**config.mk**
```make
export PLATFORM = sky130hd
export DESIGN_NAME = scoreboard_buffer
export DESIGN_NICKNAME = d
export VERILOG_FILES = /design/src/rtl/scoreboard_buffer.sv
export SDC_FILE = /design/constraint.sdc
export NUM_CORES = 2
export LEC_CHECK = 0
export BUFFER_PORTS_ARGS = -buffer_cell sky130_fd_sc_hd__buf_2
export CAP_MARGIN = 20
export CORE_AREA = 2 2 366 368
export DETAILED_ROUTE_END_ITERATION = 10
export DIE_AREA = 0 0 368 370
export MAX_ROUTING_LAYER = met4
export PLACE_DENSITY = 0.69
export SLEW_MARGIN = 5
export SYNTH_ARGS = -nofsm -noshare
export SYNTH_HDL_FRONTEND = slang
export SYNTH_SLANG_ARGS = --single-unit
```
**constraint.sdc**
```tcl
create_clock -name clk_i -period 30.9 [get_ports clk_i]
set_input_delay 4.635 -clock clk_i [delete_from_list [all_inputs] [get_ports clk_i]]
set_output_delay 4.635 -clock clk_i [all_outputs]
set_load 0.05 [all_outputs]
```
**src/rtl/scoreboard_buffer.sv**
```systemverilog
// In-order scoreboard: circular buffer of issued instructions with out-of-order
// writeback, in-order commit, per-register clobber tracking and operand forwarding.
package scoreboard_pkg;
  localparam int TID_FIELD_W = 8;

  typedef enum logic [2:0] {
    FU_NONE, FU_LOAD, FU_STORE, FU_ALU, FU_CTRL_FLOW, FU_MULT, FU_CSR
  } fu_t;

  typedef struct packed {
    logic [63:0] cause;
    logic        valid;
  } exception_t;

  typedef struct packed {
    logic [63:0]            pc;
    logic [TID_FIELD_W-1:0] trans_id;
    fu_t                    fu;
    logic [4:0]             rs1;
    logic [4:0]             rs2;
    logic [4:0]             rd;
    logic [63:0]            result;
    logic                   valid;
    exception_t             ex;
  } scoreboard_entry_t;
endpackage

module scoreboard_buffer
  import scoreboard_pkg::*;
#(
  parameter int NR_ENTRIES  = 4,
  parameter int NR_WB_PORTS = 2,
  localparam int TRANS_ID_BITS = $clog2(NR_ENTRIES)
) (
  input  logic                                        clk_i,
  input  logic                                        rst_i,
  input  logic                                        flush_i,
  output logic                                        full_o,
  input  scoreboard_entry_t                           issue_instr_i,
  input  logic                                        issue_valid_i,
  output logic                                        issue_ack_o,
  output logic [TRANS_ID_BITS-1:0]                    issue_trans_id_o,
  input  logic [NR_WB_PORTS-1:0][TRANS_ID_BITS-1:0]   wb_trans_id_i,
  input  logic [NR_WB_PORTS-1:0][63:0]                wb_data_i,
  input  exception_t [NR_WB_PORTS-1:0]                wb_ex_i,
  input  logic [NR_WB_PORTS-1:0]                      wb_valid_i,
  output scoreboard_entry_t                           commit_instr_o,
  output logic                                        commit_valid_o,
  input  logic                                        commit_ack_i,
  input  logic [4:0]                                  rs1_i,
  input  logic [4:0]                                  rs2_i,
  output logic [63:0]                                 rs1_o,
  output logic [63:0]                                 rs2_o,
  output logic                                        rs1_valid_o,
  output logic                                        rs2_valid_o,
  output fu_t [31:0]                                  rd_clobber_o
);
  localparam int CNT_W = TRANS_ID_BITS + 1;

  scoreboard_entry_t        mem_q [NR_ENTRIES];
  scoreboard_entry_t        mem_d [NR_ENTRIES];
  logic [TRANS_ID_BITS-1:0] head_q, head_d, tail_q, tail_d;
  logic [CNT_W-1:0]         count_q, count_d;
  logic [NR_ENTRIES-1:0]    occupied;
  logic                     commit_fire;
  logic [TRANS_ID_BITS-1:0] idx;

  assign full_o           = (count_q == CNT_W'(NR_ENTRIES));
  assign issue_ack_o      = issue_valid_i && !full_o && !flush_i;
  assign issue_trans_id_o = tail_q;
  assign commit_instr_o   = mem_q[head_q];
  assign commit_valid_o   = (count_q != '0) && mem_q[head_q].valid;
  assign commit_fire      = commit_valid_o && commit_ack_i && !flush_i;

  // An entry is occupied when its distance from head (mod depth) is below count.
  always_comb begin
    for (int i = 0; i < NR_ENTRIES; i++) begin
      occupied[i] = ({1'b0, TRANS_ID_BITS'(i) - head_q} < count_q);
    end
  end

  always_comb begin
    mem_d   = mem_q;
    head_d  = head_q;
    tail_d  = tail_q;
    count_d = count_q;

    // Ascending port order lets the highest port index win on a shared id.
    for (int p = 0; p < NR_WB_PORTS; p++) begin
      if (wb_valid_i[p] && occupied[wb_trans_id_i[p]] &&
          !(issue_ack_o && (wb_trans_id_i[p] == tail_q))) begin
        mem_d[wb_trans_id_i[p]].result = wb_data_i[p];
        mem_d[wb_trans_id_i[p]].valid  = 1'b1;
        if (wb_ex_i[p].valid) begin
          mem_d[wb_trans_id_i[p]].ex = wb_ex_i[p];
        end
      end
    end

    if (commit_fire) begin
      mem_d[head_q] = '0;
      head_d        = head_q + TRANS_ID_BITS'(1);
    end

    if (issue_ack_o) begin
      mem_d[tail_q]          = issue_instr_i;
      mem_d[tail_q].trans_id = TID_FIELD_W'(tail_q);
      tail_d                 = tail_q + TRANS_ID_BITS'(1);
    end

    case ({issue_ack_o, commit_fire})
      2'b10:   count_d = count_q + CNT_W'(1);
      2'b01:   count_d = count_q - CNT_W'(1);
      default: count_d = count_q;
    endcase

    if (flush_i) begin
      for (int i = 0; i < NR_ENTRIES; i++) begin
        mem_d[i] = '0;
      end
      head_d  = '0;
      tail_d  = '0;
      count_d = '0;
    end
  end

  always_ff @(posedge clk_i or posedge rst_i) begin
    if (rst_i) begin
      for (int i = 0; i < NR_ENTRIES; i++) begin
        mem_q[i] <= '0;
      end
      head_q  <= '0;
      tail_q  <= '0;
      count_q <= '0;
    end else begin
      mem_q   <= mem_d;
      head_q  <= head_d;
      tail_q  <= tail_d;
      count_q <= count_d;
    end
  end

  // Walk oldest to youngest so later (younger) matches overwrite earlier ones.
  always_comb begin
    for (int r = 0; r < 32; r++) begin
      rd_clobber_o[r] = FU_NONE;
    end
    rs1_o       = '0;
    rs2_o       = '0;
    rs1_valid_o = 1'b0;
    rs2_valid_o = 1'b0;
    idx         = '0;
    for (int k = 0; k < NR_ENTRIES; k++) begin
      idx = head_q + TRANS_ID_BITS'(k);
      if (CNT_W'(k) < count_q) begin
        rd_clobber_o[mem_q[idx].rd] = mem_q[idx].fu;
        if (mem_q[idx].rd == rs1_i) begin
          rs1_valid_o = mem_q[idx].valid;
          rs1_o       = mem_q[idx].valid ? mem_q[idx].result : '0;
        end
        if (mem_q[idx].rd == rs2_i) begin
          rs2_valid_o = mem_q[idx].valid;
          rs2_o       = mem_q[idx].valid ? mem_q[idx].result : '0;
        end
      end
    end
    rd_clobber_o[0] = FU_NONE;
    if (rs1_i == 5'd0) begin
      rs1_valid_o = 1'b0;
      rs1_o       = '0;
    end
    if (rs2_i == 5'd0) begin
      rs2_valid_o = 1'b0;
      rs2_o       = '0;
    end
  end
endmodule

```
Yosys cells after proc, flatten, opt, wreduce, memory -nomap -nowiden
Cells that the tools add are included.
{"block": "totals", "ff_bits": 887, "input_bits": 499, "out_inout_bits": 451, "word_cells": 244}
{"block": "op_classes", "n_addsub": 10, "magnitude_cmp": 29, "eq_ne": 13, "n_mux": 110, "n_bitwise": 10, "n_reduce_logical": 29}
{"cell": "$bwmux W880", "n": 8}
{"cell": "$mux W880", "n": 7}
{"cell": "$demux W220 S2", "n": 9}
{"cell": "$bmux W220 S2", "n": 4}
{"cell": "$mux W64", "n": 22}
{"cell": "$mux W148", "n": 6}
{"cell": "$and A880 B880 Y880", "n": 1}
{"cell": "$mux W220", "n": 4}
{"cell": "$not A880 Y880", "n": 1}
{"cell": "$mux W96", "n": 4}
{"cell": "$bwmux W96", "n": 3}
{"cell": "$mux W130", "n": 2}
{"cell": "$mux W156", "n": 1}
{"cell": "$mux W66", "n": 2}
{"cell": "$mux W65", "n": 2}
{"cell": "$and A96 B96 Y96", "n": 1}
{"cell": "$demux W3 S5", "n": 4}
{"cell": "$eq A5 B5 Y1", "n": 8}
{"cell": "$lt A5 B6 Y1 const B", "n": 4}
{"cell": "$ge A3 B3 Y1 const B", "n": 7}
{"cell": "$not A2 Y3", "n": 7}
{"cell": "$ge A5 B1 Y1 const B", "n": 4}
{"cell": "$mux W1", "n": 20}
{"cell": "$logic_and A1 B1 Y1", "n": 19}
{"cell": "23 further kinds", "n": 51}

Logic depth before layout (Yosys ltp)
{"block": "logic_depth", "word_depth": 21, "depth_mapped": 26}

Worst setup path before layout
Ideal clock, no wire load.
{"block": "synth_path", "path_kind": "input to output", "start": "in rs2_i[4]", "end": "out rs2_o[0]", "arrival_time_ns": 7.190, "t_required_ns": 26.265, "setup_slack_ns": 19.075, "path_stages": 8, "n_path_buf": 3, "path_cell_list": "clkbuf_1 > xor2_1 > nor4_1 > and3_1 > buf_2 > buf_2 > a221oi_1 > o32ai_1"}
{"block": "synth_via", "elab_chain_cells": 10, "elab_cells_between_ends": 14}
{"element": "start: declaration", "line_no": "51", "text": "input logic [4:0] rs2_i,"}
{"element": "$eq A5 B5 Y1", "line_no": "161", "text": "if (mem_q[idx].rd == rs2_i) begin"}
{"element": "$mux W64", "line_no": "161"}
{"element": "$mux W64", "line_no": "155", "text": "if (CNT_W'(k) < count_q) begin"}
{"element": "$mux W64", "line_no": "161"}
{"element": "$mux W64", "line_no": "155"}
{"element": "$mux W64", "line_no": "161"}
{"element": "$mux W64", "line_no": "155"}
{"element": "$mux W64", "line_no": "161"}
{"element": "$mux W64", "line_no": "155"}
{"element": "$mux W64 (*)", "line_no": "172", "text": "if (rs2_i == 5'd0) begin"}
{"element": "end: declaration", "line_no": "53", "text": "output logic [63:0] rs2_o,"}
Every way passes the cells marked *; elsewhere a longest branch is shown, timed or not.

Final worst setup path
{"block": "layout_path", "start": "in rs1_i[0]", "end": "out rs1_o[62]"}
{"block": "layout_via", "elab_chain_cells": 10, "elab_cells_between_ends": 14}
{"element": "start: declaration", "line_no": "50", "text": "input logic [4:0] rs1_i,"}
{"element": "$eq A5 B5 Y1", "line_no": "157", "text": "if (mem_q[idx].rd == rs1_i) begin"}
{"element": "$mux W64", "line_no": "157"}
{"element": "$mux W64", "line_no": "155"}
{"element": "$mux W64", "line_no": "157"}
{"element": "$mux W64", "line_no": "155"}
{"element": "$mux W64", "line_no": "157"}
{"element": "$mux W64", "line_no": "155"}
{"element": "$mux W64", "line_no": "157"}
{"element": "$mux W64", "line_no": "155"}
{"element": "$mux W64 (*)", "line_no": "168", "text": "if (rs1_i == 5'd0) begin"}
{"element": "end: declaration", "line_no": "52", "text": "output logic [63:0] rs1_o,"}
Marks and branches as above.

==> load_flow_metrics.sql <==
INSERT INTO impl_metrics (metric_group, metric, value, unit) VALUES
('synth', 'synthTopCellsByArea', 'sky130_fd_sc_hd__dfrtp_1, sky130_fd_sc_hd__mux4_2, sky130_fd_sc_hd__o21ai_0', ''),
('synth', 'synthFlopType', 'sky130_fd_sc_hd__dfrtp_1', ''),
('clocking', 'clk_pin_slew', '0.06', 'ns'),
('power', 'post-layout-total-power', '3.22', 'mW'),
('clocking', 'clk_lat_worst_skew', '0.74', 'ns'),
('layout', 'post_route_cells_drive_above_1_share', '0.242', ''),
('power', 'max-vdd-ir-drop', '52.2', 'µV'),
('worst_setup_path', 'critPathBufInv', '3', ''),
('sta', 'setup_viol', '0', ''),
('worst_setup_path', 'crit_fanout', '43', ''),
('synth', 'synth_cells', '6627', ''),
('place', 'gp_congestion', '1.00', ''),
('layout', 'finalNonFillerCells', '9072', ''),
('layout', 'layout-area-overhead-vs-synth', '15.2', '%'),
('synth', 'synthArstFlopShare', '1.00', ''),
('drt', 'detail_route.vias_per_cell', '7.13', ''),
('synth', 'netlist-cell-type-count', '66', ''),
('synth', 'synth_edf_count', '0', ''),
('clocking', 'cts_resized', '0', ''),
('outcome', 'result_of_the_run', 'complete, no violations', ''),
('sta', 'count_of_endpoints_failing_hold_in_the_final_timing_report', '0', ''),
('floorplan', 'io_pins', '950', ''),
('sta', 'finalWorstPathRequiredPeriod', '13.13', 'ns'),
('synth', 'yosys_register_bits', '887', ''),
('clocking', 'clock_sinks', '887', ''),
('layout', 'multiInputGateArea', '0.0356', 'mm²'),
('floorplan', 'die_area', '0.136', 'mm²'),
('clocking', 'clk_path_buf_depth', '3', ''),
('drt', 'post_drt_wl_per_cell', '30.9', 'µm'),
('sta', 'finalHoldWorstSlack', '0.478', 'ns'),
('floorplan', 'floorplan.die.width', '368', 'µm'),
('grt', 'grt_antenna_before_repair', '149', ''),
('synth', 'synth.cell_area', '0.0606', 'mm²'),
('worst_setup_path', 'cp_cell_sequence', 'buf_2 -> xor2_1 -> nor4_1 -> and3_2 -> buf_4 -> a221oi_1 -> o32ai_1 -> buf_2', ''),
('sta', 'timing.max_slew.rel_slack', '0.0575', ''),
('synth', 'synth_top_cell_area_share', '0.367', ''),
('synth', 'yosys_warnings', '0', ''),
('sta', 'final_max_slew_viol_count', '0', ''),
('worst_setup_path', 'critical_path.max_stage_delay', '0.80', 'ns'),
('grt', 'track_usage', '0.408', ''),
('drt', 'route.detailed.drc', '0', ''),
('grt', 'global_route.overflow_total', '0', ''),
('place', 'dp.final_hpwl', '168000', 'µm'),
('drt', 'postRouteWirelength', '280000', 'µm'),
('grt', 'grt_pass1_vias', '61100', ''),
('floorplan', 'initial_utilization', '0.457', ''),
('worst_setup_path', 'path_common_cell', 'sky130_fd_sc_hd__buf_2', ''),
('worst_setup_path', 'setup.worst_path.start', 'rs1_i[0]', ''),
('floorplan', 'floorplan.core_area', '0.132', 'mm²'),
('grt', 'grt_max_degree', '186', ''),
('sta', 'tns', '0', 'ns'),
('clocking', 'post_cts_hold_buffer_count', '0', ''),
('clocking', 'post_cts_setup_buffers', '0', ''),
('sta', 'tightest_slew', '1.41', 'ns'),
('clocking', 'clockRootBuffer', 'sky130_fd_sc_hd__clkbuf_16', ''),
('worst_setup_path', 'timing.critical_path.from_type', 'input pin', ''),
('worst_hold_path', 'hold_crit_class', 'flop to flop', ''),
('power', 'power.density', '46.2', 'mW/mm²'),
('worst_hold_path', 'start_point_of_the_worst_min_delay_path', 'mem_q[150]', ''),
('layout', 'final_net_count', '7573', ''),
('worst_setup_path', 'crit_arrival', '8.49', 'ns'),
('place', 'dp_cells', '8722', ''),
('place', 'port_buffers', '938', ''),
('clocking', 'number_of_buffers_added_by_the_clock_tree_synthesis_step', '101', ''),
('power', 'cellLeakagePower', '29.8', 'nW'),
('clocking', 'htree_num_levels', '3', ''),
('drt', 'detailedRoute.firstIterationViolations', '10600', ''),
('worst_setup_path', 'r2r_start', 'count_q[1]', ''),
('synth', 'post_synth.cell_area_avg', '9.14', 'µm²'),
('floorplan', 'dieHeight', '370', 'µm'),
('floorplan', 'std_cell_rows', '134', '');
-- final cells by class --
class	instances	area share
Multi-Input combinational cell	5001	0.511
Sequential cell	887	0.318
Timing Repair Buffer	1053	0.0813
Clock buffer	146	0.0424
Tap cell	1768	0.0317
Clock inverter	45	0.00915
Antenna cell	158	0.00567
Inverter	14	0.000861
-- sequential cells by signal (all words and copies together) (netlist names) --
name / cells
issue_trans_id_o: 2
count_q: 3
head_q: 2
mem_q: 880
-- path summary, 6_finish.rpt --
| check | endpoint | slack [ns] | cells after the start |
|---|---|---|---|
| hold / removal | mem_q[150] | 0.48 | 1 |
| hold reg to reg | mem_q[150] | 0.48 | 1 |
| max in group asynchronous | mem_q[394] | 21.95 | 8 |
| setup / recovery | rs1_o[62] | 17.77 | 8 |
| setup reg to reg | mem_q[536] | 25.39 | 11 |
| min in group asynchronous | mem_q[763] | 4.04 | 2 |
-- Yosys cell counts (all sizes together), types with 5 or more instances --
cell	count
o21a	5
or4	5
buf	184
xnor2	31
a211oi	37
nor3b	10
and2	121
a221oi	145
a22o	124
nand2b	9
nor4	5
ha	16
or2	5
nor3	41
o311a	5
nand4	11
clkbuf	543
o21ai	1157
dfrtp	887
a21oi	445
a311oi	37
and3	19
nand2	848
mux2	10
nand3b	5
a21boi	23
o22ai	142
mux4	432
nor2b	74
a31oi	158
xor2	14
mux2i	11
nand3	32
a22oi	210
nor2	412
inv	12
a21o	239
o32ai	129
-- per-layer routing --
metal,GRT usage,up-vias,routed length [µm]
met5,-,-,0
met4,0.248,0,19600
met3,0.160,1280,42700
met2,0.569,5576,120000
met1,0.494,31600,97600
li1,-,26200,-
-- per-stage QoR --
step	setup slack [ns]	utilization	area, µm²
floorplan	1.33	-	60600
global placement	18.16	0.496	65700
detailed placement	18.04	0.496	65700
CTS	18.03	0.523	69300
global route	17.82	0.526	69700
finish	17.77	0.527	69700
-- kinds of logic (layout without fill, tap and decap cells) --
kind of cell               Yosys count  in the layout  share of synthesized area
muxes                              453            453                      0.164
xor gates and xnor gates            45             45                    0.00651
buffers and inverters              741           1258                     0.0511
other                                1            161                  0.0000619
DFF                                887            887                      0.367
and+or+nand+nor                   1604           1604                      0.113
adders and majority gates           16             16                    0.00331
AOI/OAI and AO/OA                 2880           2880                      0.295
-- power by group --
part	switching, mW	internal, mW
Clock	0.554	0.763
Combinational	0.438	0.195
Sequential	0.0546	1.22
No activity file was read; power rests on OpenSTA's default activity.
